[src/rtl/cpu_control_fsm.sv]
// Multi-cycle fetch/decode/execute/writeback sequencer for the 16-opcode CPU datapath.
// Optional single-step debug mode is compiled in when FSM_STEP_EN is defined.
module cpu_control_fsm #(
   parameter int unsigned MEM_WAIT = 0,
   parameter int unsigned WAIT_W   = 4
) (
   input  logic       clk,
   input  logic       rst,
   input  logic [3:0] opcode,
   input  logic [1:0] status,
   input  logic       resume,
   input  logic       step,
   output logic [3:0] state,
   output logic       halted,
   output logic       status_we,
   output logic [2:0] alu_op,
   output logic       alu_in0,
   output logic [1:0] alu_in1,
   output logic       memory_write,
   output logic [1:0] memory_addr,
   output logic       ins_reg,
   output logic [1:0] reg_data,
   output logic [1:0] reg_addr,
   output logic       regfile_write
);

   localparam logic [3:0] ST_FETCH_0  = 4'h0;
   localparam logic [3:0] ST_FETCH_1  = 4'h1;
   localparam logic [3:0] ST_DECODE_0 = 4'h2;
   localparam logic [3:0] ST_HALT_0   = 4'h3;
   localparam logic [3:0] ST_REG_0    = 4'h4;
   localparam logic [3:0] ST_REG_1    = 4'h5;
   localparam logic [3:0] ST_LD_0     = 4'h6;
   localparam logic [3:0] ST_LD_1     = 4'h7;
   localparam logic [3:0] ST_STR_0    = 4'h8;
   localparam logic [3:0] ST_MOV_0    = 4'h9;
   localparam logic [3:0] ST_MVR_0    = 4'hA;
   localparam logic [3:0] ST_BRANCH_0 = 4'hB;
   localparam logic [3:0] ST_BRANCH_1 = 4'hC;

   // Every instruction retires through this state; single-step parks in STEP_0 first.
`ifdef FSM_STEP_EN
   localparam logic [3:0] ST_STEP_0   = 4'hD;
   localparam logic [3:0] ST_RETIRE   = ST_STEP_0;
`else
   localparam logic [3:0] ST_RETIRE   = ST_FETCH_0;
`endif

   localparam logic [3:0] OP_HALT = 4'h0;
   localparam logic [3:0] OP_SUB  = 4'h5;
   localparam logic [3:0] OP_LD   = 4'h6;
   localparam logic [3:0] OP_STR  = 4'h7;
   localparam logic [3:0] OP_MOV  = 4'h8;
   localparam logic [3:0] OP_MVR  = 4'h9;
   localparam logic [3:0] OP_CMP  = 4'hA;
   localparam logic [3:0] OP_B    = 4'hB;
   localparam logic [3:0] OP_BEQ  = 4'hC;
   localparam logic [3:0] OP_BNE  = 4'hD;
   localparam logic [3:0] OP_BLT  = 4'hE;

   localparam logic [2:0] ALU_AND  = 3'b000;
   localparam logic [2:0] ALU_ADD  = 3'b011;
   localparam logic [2:0] ALU_SUB  = 3'b100;
   localparam logic       IN0_PC   = 1'b1;
   localparam logic [1:0] IN1_INS  = 2'b01;
   localparam logic [1:0] IN1_ONE  = 2'b10;
   localparam logic [1:0] MA_PC    = 2'b00;
   localparam logic [1:0] MA_OUT0  = 2'b01;
   localparam logic [1:0] MA_OUT1  = 2'b10;
   localparam logic [1:0] RD_IMM   = 2'b00;
   localparam logic [1:0] RD_MEM   = 2'b01;
   localparam logic [1:0] RD_ALU   = 2'b10;
   localparam logic [1:0] RD_OUT1  = 2'b11;
   localparam logic [1:0] RA_D     = 2'b00;
   localparam logic [1:0] RA_PC    = 2'b10;

   localparam logic [WAIT_W-1:0] WAIT_LAST = WAIT_W'(MEM_WAIT);
   localparam logic [WAIT_W-1:0] WAIT_ONE  = WAIT_W'(1);

   logic [3:0]        state_q, state_d;
   logic [WAIT_W-1:0] cnt_q, cnt_d;
   logic [3:0]        op_q, op_d;
   logic              take_branch;

`ifndef FSM_STEP_EN
   logic unused_step;
   assign unused_step = step;
`endif

   function automatic logic [2:0] reg_alu_op(input logic [3:0] op);
      return (op == OP_CMP) ? ALU_SUB : 3'(op - 4'd1);
   endfunction

   always_comb begin
      take_branch = 1'b0;
      case (op_q)
         OP_B:    take_branch = 1'b1;
         OP_BEQ:  take_branch = status[1];
         OP_BNE:  take_branch = ~status[1];
         OP_BLT:  take_branch = status[0];
         default: take_branch = ~status[1] & ~status[0];
      endcase
   end

   // Wait counter defaults to zero, so it is already clear whenever FETCH_0 or LD_0 is entered.
   always_comb begin
      state_d = state_q;
      cnt_d   = '0;
      op_d    = op_q;
      case (state_q)
         ST_FETCH_0: begin
            if (cnt_q == WAIT_LAST) state_d = ST_FETCH_1;
            else                    cnt_d   = cnt_q + WAIT_ONE;
         end
         ST_FETCH_1: state_d = ST_DECODE_0;
         ST_DECODE_0: begin
            op_d = opcode;
            case (opcode)
               OP_HALT: state_d = ST_HALT_0;
               OP_LD:   state_d = ST_LD_0;
               OP_STR:  state_d = ST_STR_0;
               OP_MOV:  state_d = ST_MOV_0;
               OP_MVR:  state_d = ST_MVR_0;
               OP_CMP:  state_d = ST_REG_0;
               default: state_d = (opcode <= OP_SUB) ? ST_REG_0 : ST_BRANCH_0;
            endcase
         end
         ST_HALT_0:   if (resume) state_d = ST_RETIRE;
         ST_REG_0:    state_d = (op_q == OP_CMP) ? ST_RETIRE : ST_REG_1;
         ST_LD_0: begin
            if (cnt_q == WAIT_LAST) state_d = ST_LD_1;
            else                    cnt_d   = cnt_q + WAIT_ONE;
         end
         ST_BRANCH_0: state_d = take_branch ? ST_BRANCH_1 : ST_RETIRE;
         ST_REG_1, ST_LD_1, ST_STR_0, ST_MOV_0, ST_MVR_0, ST_BRANCH_1:
            state_d = ST_RETIRE;
`ifdef FSM_STEP_EN
         ST_STEP_0:   if (step) state_d = ST_FETCH_0;
`endif
         default:     state_d = ST_FETCH_0;
      endcase
   end

   always_ff @(posedge clk) begin
      if (rst) begin
         state_q <= ST_FETCH_0;
         cnt_q   <= '0;
         op_q    <= '0;
      end else begin
         state_q <= state_d;
         cnt_q   <= cnt_d;
         op_q    <= op_d;
      end
   end

   always_comb begin
      status_we     = 1'b0;
      alu_op        = ALU_AND;
      alu_in0       = 1'b0;
      alu_in1       = 2'b00;
      memory_write  = 1'b0;
      memory_addr   = MA_PC;
      ins_reg       = 1'b0;
      reg_data      = RD_IMM;
      reg_addr      = RA_D;
      regfile_write = 1'b0;
      case (state_q)
         ST_FETCH_0: memory_addr = MA_PC;
         ST_FETCH_1: begin
            ins_reg       = 1'b1;
            alu_in0       = IN0_PC;
            alu_in1       = IN1_ONE;
            alu_op        = ALU_ADD;
            reg_data      = RD_ALU;
            reg_addr      = RA_PC;
            regfile_write = 1'b1;
         end
         ST_REG_0: begin
            alu_op    = reg_alu_op(op_q);
            status_we = 1'b1;
         end
         ST_REG_1: begin
            alu_op        = reg_alu_op(op_q);
            reg_data      = RD_ALU;
            reg_addr      = RA_D;
            regfile_write = 1'b1;
         end
         ST_LD_0: memory_addr = MA_OUT1;
         ST_LD_1: begin
            memory_addr   = MA_OUT1;
            reg_data      = RD_MEM;
            reg_addr      = RA_D;
            regfile_write = 1'b1;
         end
         ST_STR_0: begin
            memory_addr  = MA_OUT0;
            memory_write = 1'b1;
         end
         ST_MOV_0: begin
            reg_data      = RD_IMM;
            reg_addr      = RA_D;
            regfile_write = 1'b1;
         end
         ST_MVR_0: begin
            reg_data      = RD_OUT1;
            reg_addr      = RA_D;
            regfile_write = 1'b1;
         end
         ST_BRANCH_1: begin
            alu_in0       = IN0_PC;
            alu_in1       = IN1_INS;
            alu_op        = ALU_ADD;
            reg_data      = RD_ALU;
            reg_addr      = RA_PC;
            regfile_write = 1'b1;
         end
         default: ;
      endcase
   end

   assign state  = state_q;
   assign halted = (state_q == ST_HALT_0);

endmodule

[config.mk]
export PLATFORM = sky130hd
export DESIGN_NAME = cpu_control_fsm
export DESIGN_NICKNAME = d
export VERILOG_FILES = /design/src/rtl/cpu_control_fsm.sv
export SDC_FILE = /design/constraint.sdc
export NUM_CORES = 1
export LEC_CHECK = 0
export CAP_MARGIN = 25
export CORE_MARGIN = 3
export CORE_UTILIZATION = 47
export DETAILED_ROUTE_END_ITERATION = 8
export PLACE_DENSITY = 0.79
export SLEW_MARGIN = 20
export SYNTH_ARGS = -nofsm -noshare
export SYNTH_HDL_FRONTEND = slang
export SYNTH_SLANG_ARGS = --single-unit
[constraint.sdc]
create_clock -name clk -period 1.8 [get_ports clk]
set_input_delay 0.45 -clock clk [delete_from_list [all_inputs] [get_ports clk]]
set_output_delay 0.45 -clock clk [all_outputs]
set_load 0.05 [all_outputs]
==> results.yml, run 1 <==
status:
  status: "stopped before the end"
  stop_stage: "global routing"
  error_line: "[ERROR DPL-0033] detailed placement checks failed during check placement."
clock_tree:
  postCtsHoldBufs: 0
  cts.root.buffer_cell: "clkbuf_4"
  cts_buffers: 3
  cts.sinks: 12
  clk_path_buf_depth: 2
  cts.htree.levels: 1
logic_synthesis:
  synth_seq_cells: 12
  yosys_warnings: 0
  synth_compound_area_frac: 0.2009
  synth_edf_count: 0
  syn_inst: 146
  synth_top_family_by_area: "simple AND/OR/NAND/NOR gates"
  avgSynthCellArea_um2: 7.336
  synthMuxAreaShare: 0.009346
  synth_cell_types: 45
  ys_seq_area_frac: 0.2243
  syn_area_um2: 1071
  synthFlopType: "dfxtp_1"
  synth-xor-area-share: 0.02453
  synthAdderAreaFrac: 0.08178
  synth-simple-area-share: 0.3318
  async_flop_share: 0
  syn-num-nets: 163
floorplan:
  fp.dieH_um: 53.74
  io_pins: 31
  die_w_um: 53.74
  start_util: 0.5194
  std_cell_rows: 16
grt:
  antenna_found_initial: 1
  grt_max_degree: 11
place:
  preCtsSetupSlack_ns: -0.1502
  dpl.hpwl_um: 2256
  io_buffers: 28
  gp_congestion: 0.8456
timing:
  worst_endpoint: "alu_op[0]"
  worst-ep-kind: "output port"
==> per-stage QoR <==
step	instances	setup TNS [ns]	hold slack (ns)	area, µm²
floorplan	146	-1.262	0.4300	1207
global placement	207	-0.09788	0.4448	1668
detailed placement	207	-0.2718	0.4562	1668
CTS	217	-0.6998	0.4722	1892
==> synthesized netlist by cell type (2+ instances only) <==
cell type / count / area (µm²)
nand2_1: 19 / 71.32
a21oi_1: 14 / 70.07
nor2_1: 14 / 52.55
dfxtp_1: 12 / 240.2
o21ai_0: 8 / 40.04
ha_1: 7 / 87.58
inv_1: 7 / 26.28
nor3_1: 6 / 30.03
buf_4: 4 / 30.03
nand3_1: 4 / 20.02
nor2b_1: 4 / 25.02
a31oi_1: 3 / 18.77
and2_1: 3 / 18.77
clkbuf_8: 3 / 41.29
a2bb2oi_1: 2 / 17.52
buf_2: 2 / 10.01
nand2b_1: 2 / 12.51
nand3b_1: 2 / 15.01
nor3b_1: 2 / 15.01
o211ai_1: 2 / 15.01
xnor2_1: 2 / 17.52
==> cell families after synthesis <==
group | after synthesis
and+or+nand+nor | 67
AOI/OAI and AO/OA | 36
buffers and inverters | 19
DFF | 12
adders and majority gates | 7
xor gates and xnor gates | 3
other | 1
muxes | 1
==> timing repair <==
item	in CTS
gates cloned	1
buffers inserted	6
endpoints found under the setup margin	16
pin swaps	8
resized for setup	36
==> run 2, diff against run 1 <==
--- a/config.mk
+++ b/config.mk
@@ -6,10 +6,10 @@
 export NUM_CORES = 1
 export LEC_CHECK = 0
 export CAP_MARGIN = 25
-export CORE_MARGIN = 3
-export CORE_UTILIZATION = 47
+export CORE_AREA = 3 3 64 66
 export DETAILED_ROUTE_END_ITERATION = 8
-export PLACE_DENSITY = 0.79
+export DIE_AREA = 0 0 67 69
+export PLACE_DENSITY_LB_ADDON = 0.15
 export SLEW_MARGIN = 20
 export SYNTH_ARGS = -nofsm -noshare
 export SYNTH_HDL_FRONTEND = slang
==> run 2 against run 1 <==
Effect of this change:
- the flow now finishes, with violations (negative setup slack)
- synthesized cell count is the same
- synthesized area is the same
==> results.yml, run 2 <==
logic_synthesis:
  synth-xor-area-share: 0.02453
  async_flop_share: 0
  synth_common_cells: "nand2_1 (19), a21oi_1 (14), nor2_1 (14), dfxtp_1 (12), o21ai_0 (8)"
  post-synth-top-count-cell: "nand2_1"
  synthMuxAreaShare: 0.009346
  synth-simple-area-share: 0.3318
  synth_seq_cells: 12
  syn-num-nets: 163
  synth_cell_types: 45
  syn_area_um2: 1071
  synth_edf_count: 0
  yosysTopAreaCell: "dfxtp_1"
  synthFlopType: "dfxtp_1"
  synthAdderAreaFrac: 0.08178
  syn_inst: 146
  synth_compound_area_frac: 0.2009
  netlist.area_leader.share: 0.2243
  ys_seq_area_frac: 0.2243
  synth_top_family_by_area: "simple AND/OR/NAND/NOR gates"
  synth_area_leaders: "dfxtp_1 (22%), ha_1 (8.2%), nand2_1 (6.7%)"
  yosys_warnings: 0
  avgSynthCellArea_um2: 7.336
timing:
  skew_ns: 0.004945
  post-route-period-util: 1.094
  grt_setup_unrepaired: "true"
  timing.fmax_ghz: 0.5077
  worst_slack_ns: -0.1697
  slew_violations: 0
  setup_viol: 4
  final-hold-violation-count: 0
  fin_crit_ns: 1.970
grt:
  grt_pass1_vias: 1176
  grt_first_pass_wirelength_um: 5064
  grt_util_all_layers: 0.1337
  grt_max_degree: 13
  overflow: 0
  antenna_found_initial: 0
clock_tree:
  cts.root.buffer_cell: "clkbuf_8"
  cts.sinks: 12
  clk_path_buf_depth: 2
  postCtsHoldBufs: 0
  clk_pin_slew_worst_paths_ns: 0.05
  cts.htree.levels: 1
  cts_tree: "built"
  cts_buffers: 3
  clkLatencyLatePin_ns: 0.24
routing:
  vias: 1175
  drt_first_pass_iters: 4
  drc: 0
  drtIter0Drc: 42
  wl_per_cell_um: 12.34
  totalWireLength_um: 3011
  viasPerCell: 4.816
  ant_nets: 0
worst_setup_path:
  critPathKind: "reg2out"
  cp_slowest_cell: "dfxtp_2"
  r2r_slack_ns: 0.17
  r2r_cells: 8
  reg2reg_to: "state[2]$_SDFFE_PP0P_"
  crit_family: "simple AND/OR/NAND/NOR gates"
  critical_path_required_ns: 1.35
  reg2reg_from: "op_q[1]$_SDFFE_PP0P_"
  critical_path.endpoint_type: "output pin"
  worstPathArrival_ns: 1.52
  crit_buf_inv: 2
  critPathMaxFanout: 3
  cp_common_cell: "a21oi_2"
  cpPeakStageDelay_ns: 0.33
  crit_chain: "buf_6 -> ha_4 -> nand3b_1 -> a21oi_2 -> nor3b_2 -> a21oi_2 -> nor2_4 -> buf_12"
  startpoint_type: "flop"
status:
  status: "finished with violations"
  violations: "negative setup slack"
floorplan:
  fp.dieH_um: 69
  std_cell_rows: 22
  core_um2: 3633
  start_util: 0.2948
  die_area_um2: 4623
  die_w_um: 67
  io_pins: 31
power:
  p_leak_nw: 0.7880
  ir_worst_vdd_mv: 0.4095
  cellPowerDensity_nw_per_um2: 720.1
place:
  placed_cells_incl_taps: 233
  preCtsSetupSlack_ns: -0.08934
  gp_congestion: 0.9000
  dpl.hpwl_um: 2372
  io_buffers: 28
min_path:
  min_from: "cnt_q[0]$_SDFF_PP0_"
  holdCritPathClass: "reg2reg"
  whs_path_depth: 1
  min_to: "cnt_q[0]$_SDFF_PP0_"
layout:
  layout.nets: 214
  layout_commonest_cell: "buf_4"
  most-common-layout-cells: "buf_4 (28), nand2_1 (19), buf_12 (17)"
  syn_to_final_growth_pct: 84.11
  drive_above_1_share: 0.4745
  insertedDiodeCount: 0
  multi_input_area_um2: 889.6
  final_cell_count_no_fill: 244
  seq_area_um2: 257.7
  filler_cell_count: 345
flow_run:
  maxCapViolations: 0
## run 2: cells by family (layout without fill, tap and decap cells)
logic type      Yosys count  count (layout)
compound gates           36              36
xor+xnor                  3               3
fa+ha+maj                 7               7
buf+inv                  19              69
flops                    12              12
mux                       1               1
other cells               1               1
simple gates             67              67
## run 2: routing by layer
layer  track usage  share of wire
met2        0.2271           0.52
met1        0.1680           0.43
met3       0.02117          0.041
met5             0              0
met4       0.04279         0.0080
## run 2: stage by stage
stage	hold WS, ns	utilization	instance area [µm²]	total power, mW	TNS [ns]
after floorplan	0.4300	-	1207	0.8206	-1.262
after global placement	0.4435	0.4800	1744	1.085	-0.1556
after detailed placement	0.4547	0.4800	1744	1.091	-0.1534
after CTS	0.4663	0.5172	1879	1.384	-0.5113
after global routing	0.4818	0.5427	1972	1.496	-0.9538
final	0.4610	0.5427	1972	1.420	-0.4098
## run 2: final cells by class
class	count	share of cell area
clock buffers	4	0.02284
flip-flops and latches	12	0.1307
repair buffers	58	0.3503
multi-input cells	115	0.4511
well taps	48	0.03046
inverters	7	0.01459
## run 2: how the worst max path moves through the flow
stage,startpoint,end,cells past startpoint
after floorplan,state[0]$_SDFFE_PP0P_,reg_addr[1],5
after global placement,opcode[0],state[1]$_SDFFE_PP0P_,6
after detailed placement,opcode[1],state[1]$_SDFFE_PP0P_,6
after CTS,op_q[1]$_SDFFE_PP0P_,alu_op[0],8
after global routing,op_q[1]$_SDFFE_PP0P_,alu_op[0],8
final,op_q[1]$_SDFFE_PP0P_,alu_op[0],8
## run 2: report_power, final
part / switching [mW] / internal (mW) / total (mW)
clock network: 0.0935 / 0.156 / 0.249
registers: 0.0259 / 0.285 / 0.311
logic: 0.461 / 0.399 / 0.860
## run 2: repair_timing
| item | in CTS | in global routing |
|---|---|---|
| pin swaps | 6 | 3 |
| buffers inserted | 3 | 4 |
| endpoints found under the setup margin | 11 | 13 |
| resized for setup | 17 | 15 |
Power figures use the tool's default switching activity.
==> run 3, diff against run 2 <==
--- a/config.mk
+++ b/config.mk
@@ -9,8 +9,7 @@
 export CORE_AREA = 3 3 64 66
 export DETAILED_ROUTE_END_ITERATION = 8
 export DIE_AREA = 0 0 67 69
-export PLACE_DENSITY_LB_ADDON = 0.15
-export SLEW_MARGIN = 20
+export SLEW_MARGIN = 25
 export SYNTH_ARGS = -nofsm -noshare
 export SYNTH_HDL_FRONTEND = slang
 export SYNTH_SLANG_ARGS = --single-unit
==> run 3 against run 2 <==
Effect of this change:
- the flow still finishes with violations (negative setup slack)
- clock power grew 17%
- sequential share of layout area shrank 0.18 points
- combinational power grew 3.3%
- largest cell class unchanged
- power grew 5.0%
- sequential cell count is the same
- non-clock buffer count grew 1
- critical path depth is the same
- first-iteration DRC count shrank 36%
- global-route usage grew 0.25 points
- utilization grew 1.3 points
- final cell count grew 0.41%
- via count grew 1.3%
==> results.yml, run 3 (synthesis results as in run 2) <==
floorplan:
  start_util: 0.2948
  fp.dieH_um: 69
  die_w_um: 67
  io_pins: 31
  die_area_um2: 4623
  std_cell_rows: 22
  core_um2: 3633
layout:
  final_cell_count_no_fill: 245
  seq_area_um2: 260.3
  drive_above_1_share: 0.5127
  syn_to_final_growth_pct: 88.55
  layout.nets: 215
  filler_cell_count: 358
  layout_commonest_cell: "buf_4"
  insertedDiodeCount: 0
  multi_input_area_um2: 895.9
  most-common-layout-cells: "buf_4 (26), nand2_1 (19), buf_12 (17)"
routing:
  wl_per_cell_um: 12.89
  drtIter0Drc: 27
  ant_nets: 0
  drc: 0
  totalWireLength_um: 3157
  drt_first_pass_iters: 4
  vias: 1190
  viasPerCell: 4.857
clock_tree:
  cts.htree.levels: 1
  clk_path_buf_depth: 2
  cts.sinks: 12
  cts_buffers: 3
  clkLatencyLatePin_ns: 0.24
  clk_pin_slew_worst_paths_ns: 0.06
  cts.root.buffer_cell: "clkbuf_8"
  cts_tree: "built"
  postCtsHoldBufs: 0
worst_setup_path:
  critical_path.endpoint_type: "output pin"
  startpoint_type: "flop"
  critPathMaxFanout: 3
  r2r_cells: 7
  critPathKind: "reg2out"
  worstPathArrival_ns: 1.53
  critical_path_required_ns: 1.35
status:
  violations: "negative setup slack"
  status: "finished with violations"
place:
  placed_cells_incl_taps: 229
  dpl.hpwl_um: 2396
  gp_congestion: 0.8718
  io_buffers: 28
power:
  p_leak_nw: 0.8053
  pwr-share-seq: 0.209
  p_clk_frac: 0.195
  power_mw: 1.491
  swShare: 0.4000
  ir_worst_vdd_mv: 0.3051
  cellPowerDensity_nw_per_um2: 738.2
  p_comb_frac: 0.596
  power.internal_mw: 0.8944
  switchingPower_mw: 0.5964
grt:
  antenna_found_initial: 0
  grt_pass1_vias: 1161
  grt_first_pass_wirelength_um: 5147
  grt_max_degree: 17
  grt_util_all_layers: 0.1362
  overflow: 0
timing:
  slew_violations: 0
  timing.fmax_ghz: 0.5052
  fin_crit_ns: 1.979
  grt_setup_unrepaired: "true"
  whs_ns: 0.4984
  setup_viol: 5
  post-route-period-util: 1.100
  skew_ns: 0.007270
  fin_tns_setup_ns: -0.3863
  worst_slack_ns: -0.1793
  final-hold-violation-count: 0
min_path:
  whs_path_depth: 1
  holdCritPathClass: "reg2reg"
flow_run:
  maxCapViolations: 0
## run 3: changes by cell type in the layout (fill, tap and decap cells not counted), sizes merged
cell / change
buf: +1
## run 3: per-stage QoR
stage | cell area (µm²) | utilization | worst slack, ns
CTS | 1916 | 0.5272 | -0.1603
global placement | 1727 | 0.4752 | -0.06572
global route | 2019 | 0.5558 | -0.2329
finish | 2019 | 0.5558 | -0.1793
floorplan | 1207 | - | -0.3504
detailed placement | 1727 | 0.4752 | -0.1109
## run 3: repair_timing
action | CTS | global route
setup endpoints to repair | 14 | 13
pin swaps | 7 | 6
resized for setup | 25 | 15
setup buffers | 5 | 7
## run 3: layer usage
layer	global-route usage	vias to the layer above	wire [µm]
met4	0.02027	0	0
li1	-	597	-
met1	0.1548	571	1232
met3	0.01629	0	98
met2	0.2642	22	1826
met5	0	-	0
## run 3: final timing paths
path,to,startpoint,slack [ns]
max,alu_op[0],op_q[0]$_SDFFE_PP0P_,-0.18
min,cnt_q[0]$_SDFF_PP0_,cnt_q[0]$_SDFF_PP0_,0.50
max reg2reg,state[0]$_SDFFE_PP0P_,state[1]$_SDFFE_PP0P_,0.25
min reg2reg,cnt_q[0]$_SDFF_PP0_,cnt_q[0]$_SDFF_PP0_,0.50
## run 3: power groups by stage
stage / sequential [mW] / combinational (mW) / clock [mW]
detailed placement: 0.319 / 0.771 / 0
global route: 0.314 / 0.935 / 0.319
floorplan: 0.343 / 0.478 / 0
global placement: 0.318 / 0.762 / 0
CTS: 0.310 / 0.839 / 0.303
finish: 0.312 / 0.888 / 0.291
## run 3: cell type report
cell class	count	area share
repair buffers	59	0.3550
clock buffers	4	0.02726
well taps	48	0.02974
multi-input cells	115	0.4436
inverters	7	0.01549
flip-flops and latches	12	0.1289
## run 3: critical path, stage by stage (launching register included)
cell and delay [ns]:
dfxtp_2 0.35, inv_4 0.05, ha_4 0.15, nand3b_1 0.13
a21oi_2 0.07, nor3b_2 0.19, a21oi_2 0.07, nor2_4 0.12
buf_12 0.14
==> RTL change 1 (config.mk and constraints of run 2) <==
Register the output `alu_in1`, without a reset; this adds one clock of latency there. The other outputs are not delayed to match.
--- a/src/rtl/cpu_control_fsm.sv
+++ b/src/rtl/cpu_control_fsm.sv
@@ -78,4 +78,6 @@
    localparam logic [WAIT_W-1:0] WAIT_ONE  = WAIT_W'(1);
 
+   logic [1:0] alu_in1_d;
+
    logic [3:0]        state_q, state_d;
    logic [WAIT_W-1:0] cnt_q, cnt_d;
@@ -158,5 +160,5 @@
       alu_op        = ALU_AND;
       alu_in0       = 1'b0;
-      alu_in1       = 2'b00;
+      alu_in1_d     = 2'b00;
       memory_write  = 1'b0;
       memory_addr   = MA_PC;
@@ -170,5 +172,5 @@
             ins_reg       = 1'b1;
             alu_in0       = IN0_PC;
-            alu_in1       = IN1_ONE;
+            alu_in1_d     = IN1_ONE;
             alu_op        = ALU_ADD;
             reg_data      = RD_ALU;
@@ -209,5 +211,5 @@
          ST_BRANCH_1: begin
             alu_in0       = IN0_PC;
-            alu_in1       = IN1_INS;
+            alu_in1_d     = IN1_INS;
             alu_op        = ALU_ADD;
             reg_data      = RD_ALU;
@@ -222,4 +224,8 @@
    assign halted = (state_q == ST_HALT_0);
 
+   always_ff @(posedge clk) begin
+      alu_in1 <= alu_in1_d;
+   end
+
 endmodule
 
Behaviour: not the same (a bounded check fails within 4 cycles, from zero or initial values and one cycle with rst high).
==> RTL change 1 against run 2 <==
  * The flow still finishes with violations (negative setup slack)
  * Sequential share of layout area rose by 1.2 points
  * Routed wire length rose by 1.9%
  * Sequential cell count rose by 2
  * Design area rose by 6.9%
  * Area after synthesis fell by 3.5%
  * Critical path depth fell by 3
  * Hold slack improved by 0.0081 ns
  * Setup slack improved by 0.093 ns
  * Clock skew fell by 0.0023 ns
  * Cell count fell by 2.0%
  * Highest routed layer unchanged
Power is not compared: it rests on default switching activity, and its combinational part moved more than twofold at a synthesized area within 25%.
==> RTL change 1: results (changes against run 2) <==
[setup_path]
slowest_stage=dfxtp_4
cp.arrival_ns=1.43  ; -0.09 ns
cp_top_family=flip-flops
slowest_delay_ns=0.37  ; +0.04 ns

[clock_network]
clk_pin_slew_worst_paths_ns=0.06
post_cts_resized=12  ; -5

[status]
failed_checks=negative setup slack
status=finished, violations left

[drt]
wl_per_cell_um=12.83  ; +4.0%
drt-initial-drc-count=17  ; -60%

[grt]
grt_pass1_wl_um=5168  ; +2.1%
grtUsageTotal=0.1395  ; +0.005829
grt_start_max_net_pins=11  ; -2
grt_pass1_vias=1166  ; -0.85%

[yosys]
syn_nets=144  ; -12%
synth_warnings=0  ; unchanged
ys_seq_area_frac=0.2712  ; +0.04689
synthCells=127  ; -13%
muxShareOfSynthArea=0.05811  ; +0.04877
yosys.area_share.adder=0.08475  ; +0.002970
synth_compound_area_frac=0.2228  ; +0.02183
ys_top_cells_by_count=nor2_1 (15), dfxtp_1 (14), a21oi_1 (9)
synthTopCellsByArea=dfxtp_1 (27%), ha_1 (8.5%), mux2i_1 (5.8%)

[place]
place_ws_ns=-0.04956  ; +0.03979 ns
hpwl_um=2138  ; -9.9%
post_dp_cell_area_um2=1728  ; -0.93%

[finish]
nets=209  ; -2.3%
drive_above_1_share=0.5550  ; +0.08048

[sta]
finClkSkew_ns=0.002691  ; -0.002254 ns
layout_setup_ws_ns=-0.07694  ; +0.09271 ns
setup_viol=4  ; unchanged

[RTL change 1: changes by cell type in the layout (fill, tap and decap cells not counted), moves of 3 or more]
cell	delta
a21oi_1	-3
buf_4	+12
nand2_1	-15
nand3_1	-3
mux2i_1	+4
a21oi_2	-3
[RTL change 1: layout make-up]
| type | count | area (um^2) |
|---|---|---|
| clock buffers | 4 | 55.05 |
| repair buffers | 70 | 775.7 |
| flip-flops and latches | 14 | 300.3 |
| inverters | 7 | 28.78 |
| multi-input cells | 96 | 888.4 |
| well taps | 48 | 60.06 |
| fillers | 319 | 1525 |
[RTL change 1: worst paths after layout]
check	start	end	cells after the start
setup / recovery	op_q[1]$_SDFFE_PP0P_	alu_op[2]	5
hold / removal	cnt_q[0]$_SDFF_PP0_	cnt_q[0]$_SDFF_PP0_	1
setup reg to reg	op_q[0]$_SDFFE_PP0P_	state[0]$_SDFFE_PP0P_	8
hold reg to reg	cnt_q[0]$_SDFF_PP0_	cnt_q[0]$_SDFF_PP0_	1
[RTL change 1: metal layers]
layer	vias to the layer above	GRT usage	share of wire	wire, um
li1	572	-	-	-
met1	531	0.1510	0.39	1181
met2	25	0.2631	0.56	1727
met3	2	0.03094	0.046	142
met4	0	0.03378	0.0052	16
met5	-	0	0	0
[RTL change 1: per-stage QoR]
stage	util	hold WS, ns	setup TNS (ns)
after detailed placement	0.4756	0.4624	-0.07003
after floorplan	-	0.4300	-0.4094
final	0.5802	0.4691	-0.1678
after CTS	0.5382	0.4765	-0.1698
after global placement	0.4756	0.4448	-0.07849
after global routing	0.5802	0.4916	-0.5478
[RTL change 1: logic make-up after synthesis]
group,after synthesis
xor gates and xnor gates,3
muxes,6
adders and majority gates,7
DFF,14
AOI/OAI and AO/OA,33
buffers and inverters,17
and+or+nand+nor,46
other,1
==> RTL change 2 (flow settings as in run 2) <==
Without the edit above. Change the parameter `WAIT_W` from 4 to 6.
--- a/src/rtl/cpu_control_fsm.sv
+++ b/src/rtl/cpu_control_fsm.sv
@@ -3,5 +3,5 @@
 module cpu_control_fsm #(
    parameter int unsigned MEM_WAIT = 0,
-   parameter int unsigned WAIT_W   = 4
+   parameter int unsigned WAIT_W   = 6
 ) (
    input  logic       clk,
Function: no difference found for any inputs over 10 cycles, from zero or initial values and one cycle with rst high; that may be too few to reach the edited logic, so the function may still have changed.
==> RTL change 2 against run 2 <==
  * Setup slack worse by 0.026 ns
  * Cell count is 0.82% lower
  * Critical endpoint is now alu_op[2]
  * Design area is 4.5% higher
  * The run still ends with negative setup slack left
  * Area after synthesis is 3.0% higher
  * Routed wire length is 1.9% higher
  * Sequential cell count is 2 higher
Power is not compared: it rests on default switching activity, and its combinational part moved more than twofold at a synthesized area within 25%.
==> RTL change 2: results (changes against run 2) <==
[status]
status=finished, violations left
failed_checks=negative setup slack

[setup_path]
cp_top_family=buffers and inverters
path_max_fanout=4  ; +1
cp.arrival_ns=1.55  ; +0.03 ns

[grt]
grt_pass1_wl_um=5140  ; +1.5%
globalRouteMet3Util=0.02606  ; +0.004886
grt.met1_usage=0.1745  ; +0.006485
grt_start_max_net_pins=14  ; +1
grtUsageTotal=0.1380  ; +0.004384

[place]
post_dp_cell_area_um2=1743  ; about the same
place_ws_ns=-0.0005806  ; +0.08876 ns
hpwl_um=2262  ; -4.6%

[finish]
nets=211  ; -1.4%
fillers=326  ; -5.5%
drive_above_1_share=0.4742  ; about the same

[yosys]
synthTopCellsByArea=dfxtp_1 (25%), ha_1 (6.8%), a21oi_1 (5.0%)
synth_cell_types=43  ; -4.4%
ys_top_cells_by_count=dfxtp_1 (14), nor2_1 (14), a21oi_1 (11)
ys_seq_area_frac=0.2540  ; +0.02967
syn_nets=156  ; -4.3%

[clock_network]
postCtsSetupRepairBufs=10  ; +7
post_cts_resized=18  ; +1

[sta]
setup_viol=3  ; -1
finClkSkew_ns=0.002397  ; -0.002548 ns
layout_setup_ws_ns=-0.1955  ; -0.02586 ns

[drt]
avgViaCountPerCell=4.752  ; -1.3%
wl_per_cell_um=12.68  ; +2.7%

## RTL change 2: where the power goes
group / leakage, nW / internal, mW / switching [mW] / total [mW]
Sequential: 0.118 / 0.360 / 0.0632 / 0.423
Combinational: 0.695 / 0.947 / 1.02 / 1.97
Clock: 0.0288 / 0.194 / 0.113 / 0.306
## RTL change 2: logic make-up after synthesis
logic type      after synthesis  synth area share
fa+ha+maj                     6           0.06803
xor+xnor                      7           0.05556
flops                        14            0.2540
mux                           5           0.04535
compound gates               32            0.1848
buf+inv                      22            0.1122
other cells                   1          0.003398
simple gates                 53            0.2767
## RTL change 2: per-stage QoR
stage	hold slack (ns)	std cells	setup TNS, ns	power, mW
floorplan	0.4258	140	-1.190	1.514
global placement	0.4418	219	0	2.131
detailed placement	0.4517	219	-0.0005806	2.154
CTS	0.4661	233	-0.5474	2.574
global route	0.5056	242	-0.8319	2.825
finish	0.4648	242	-0.4803	2.695
## RTL change 2: area by class of cell
class                      instances  area (um^2)  share of cell area
multi-input combinational        104        847.1              0.4110
timing repair buffer              62        755.7              0.3667
sequential                        14        300.3              0.1457
tap                               48        60.06             0.02914
clock buffer                       4        55.05             0.02672
inverter                          10        42.54             0.02064
## RTL change 2: worst paths after layout
check                           to                 start
min            cnt_q[0]$_SDFF_PP0_   cnt_q[0]$_SDFF_PP0_
min reg2reg    cnt_q[0]$_SDFF_PP0_   cnt_q[0]$_SDFF_PP0_
max reg2reg  state[0]$_SDFFE_PP0P_  op_q[0]$_SDFFE_PP0P_
max                      alu_op[2]  op_q[0]$_SDFFE_PP0P_
## RTL change 2: metal layers
layer	vias to the layer above	share of wire
li1	583	-
met1	528	0.43
met2	34	0.51
met3	5	0.058
met4	0	0.0088
met5	-	0
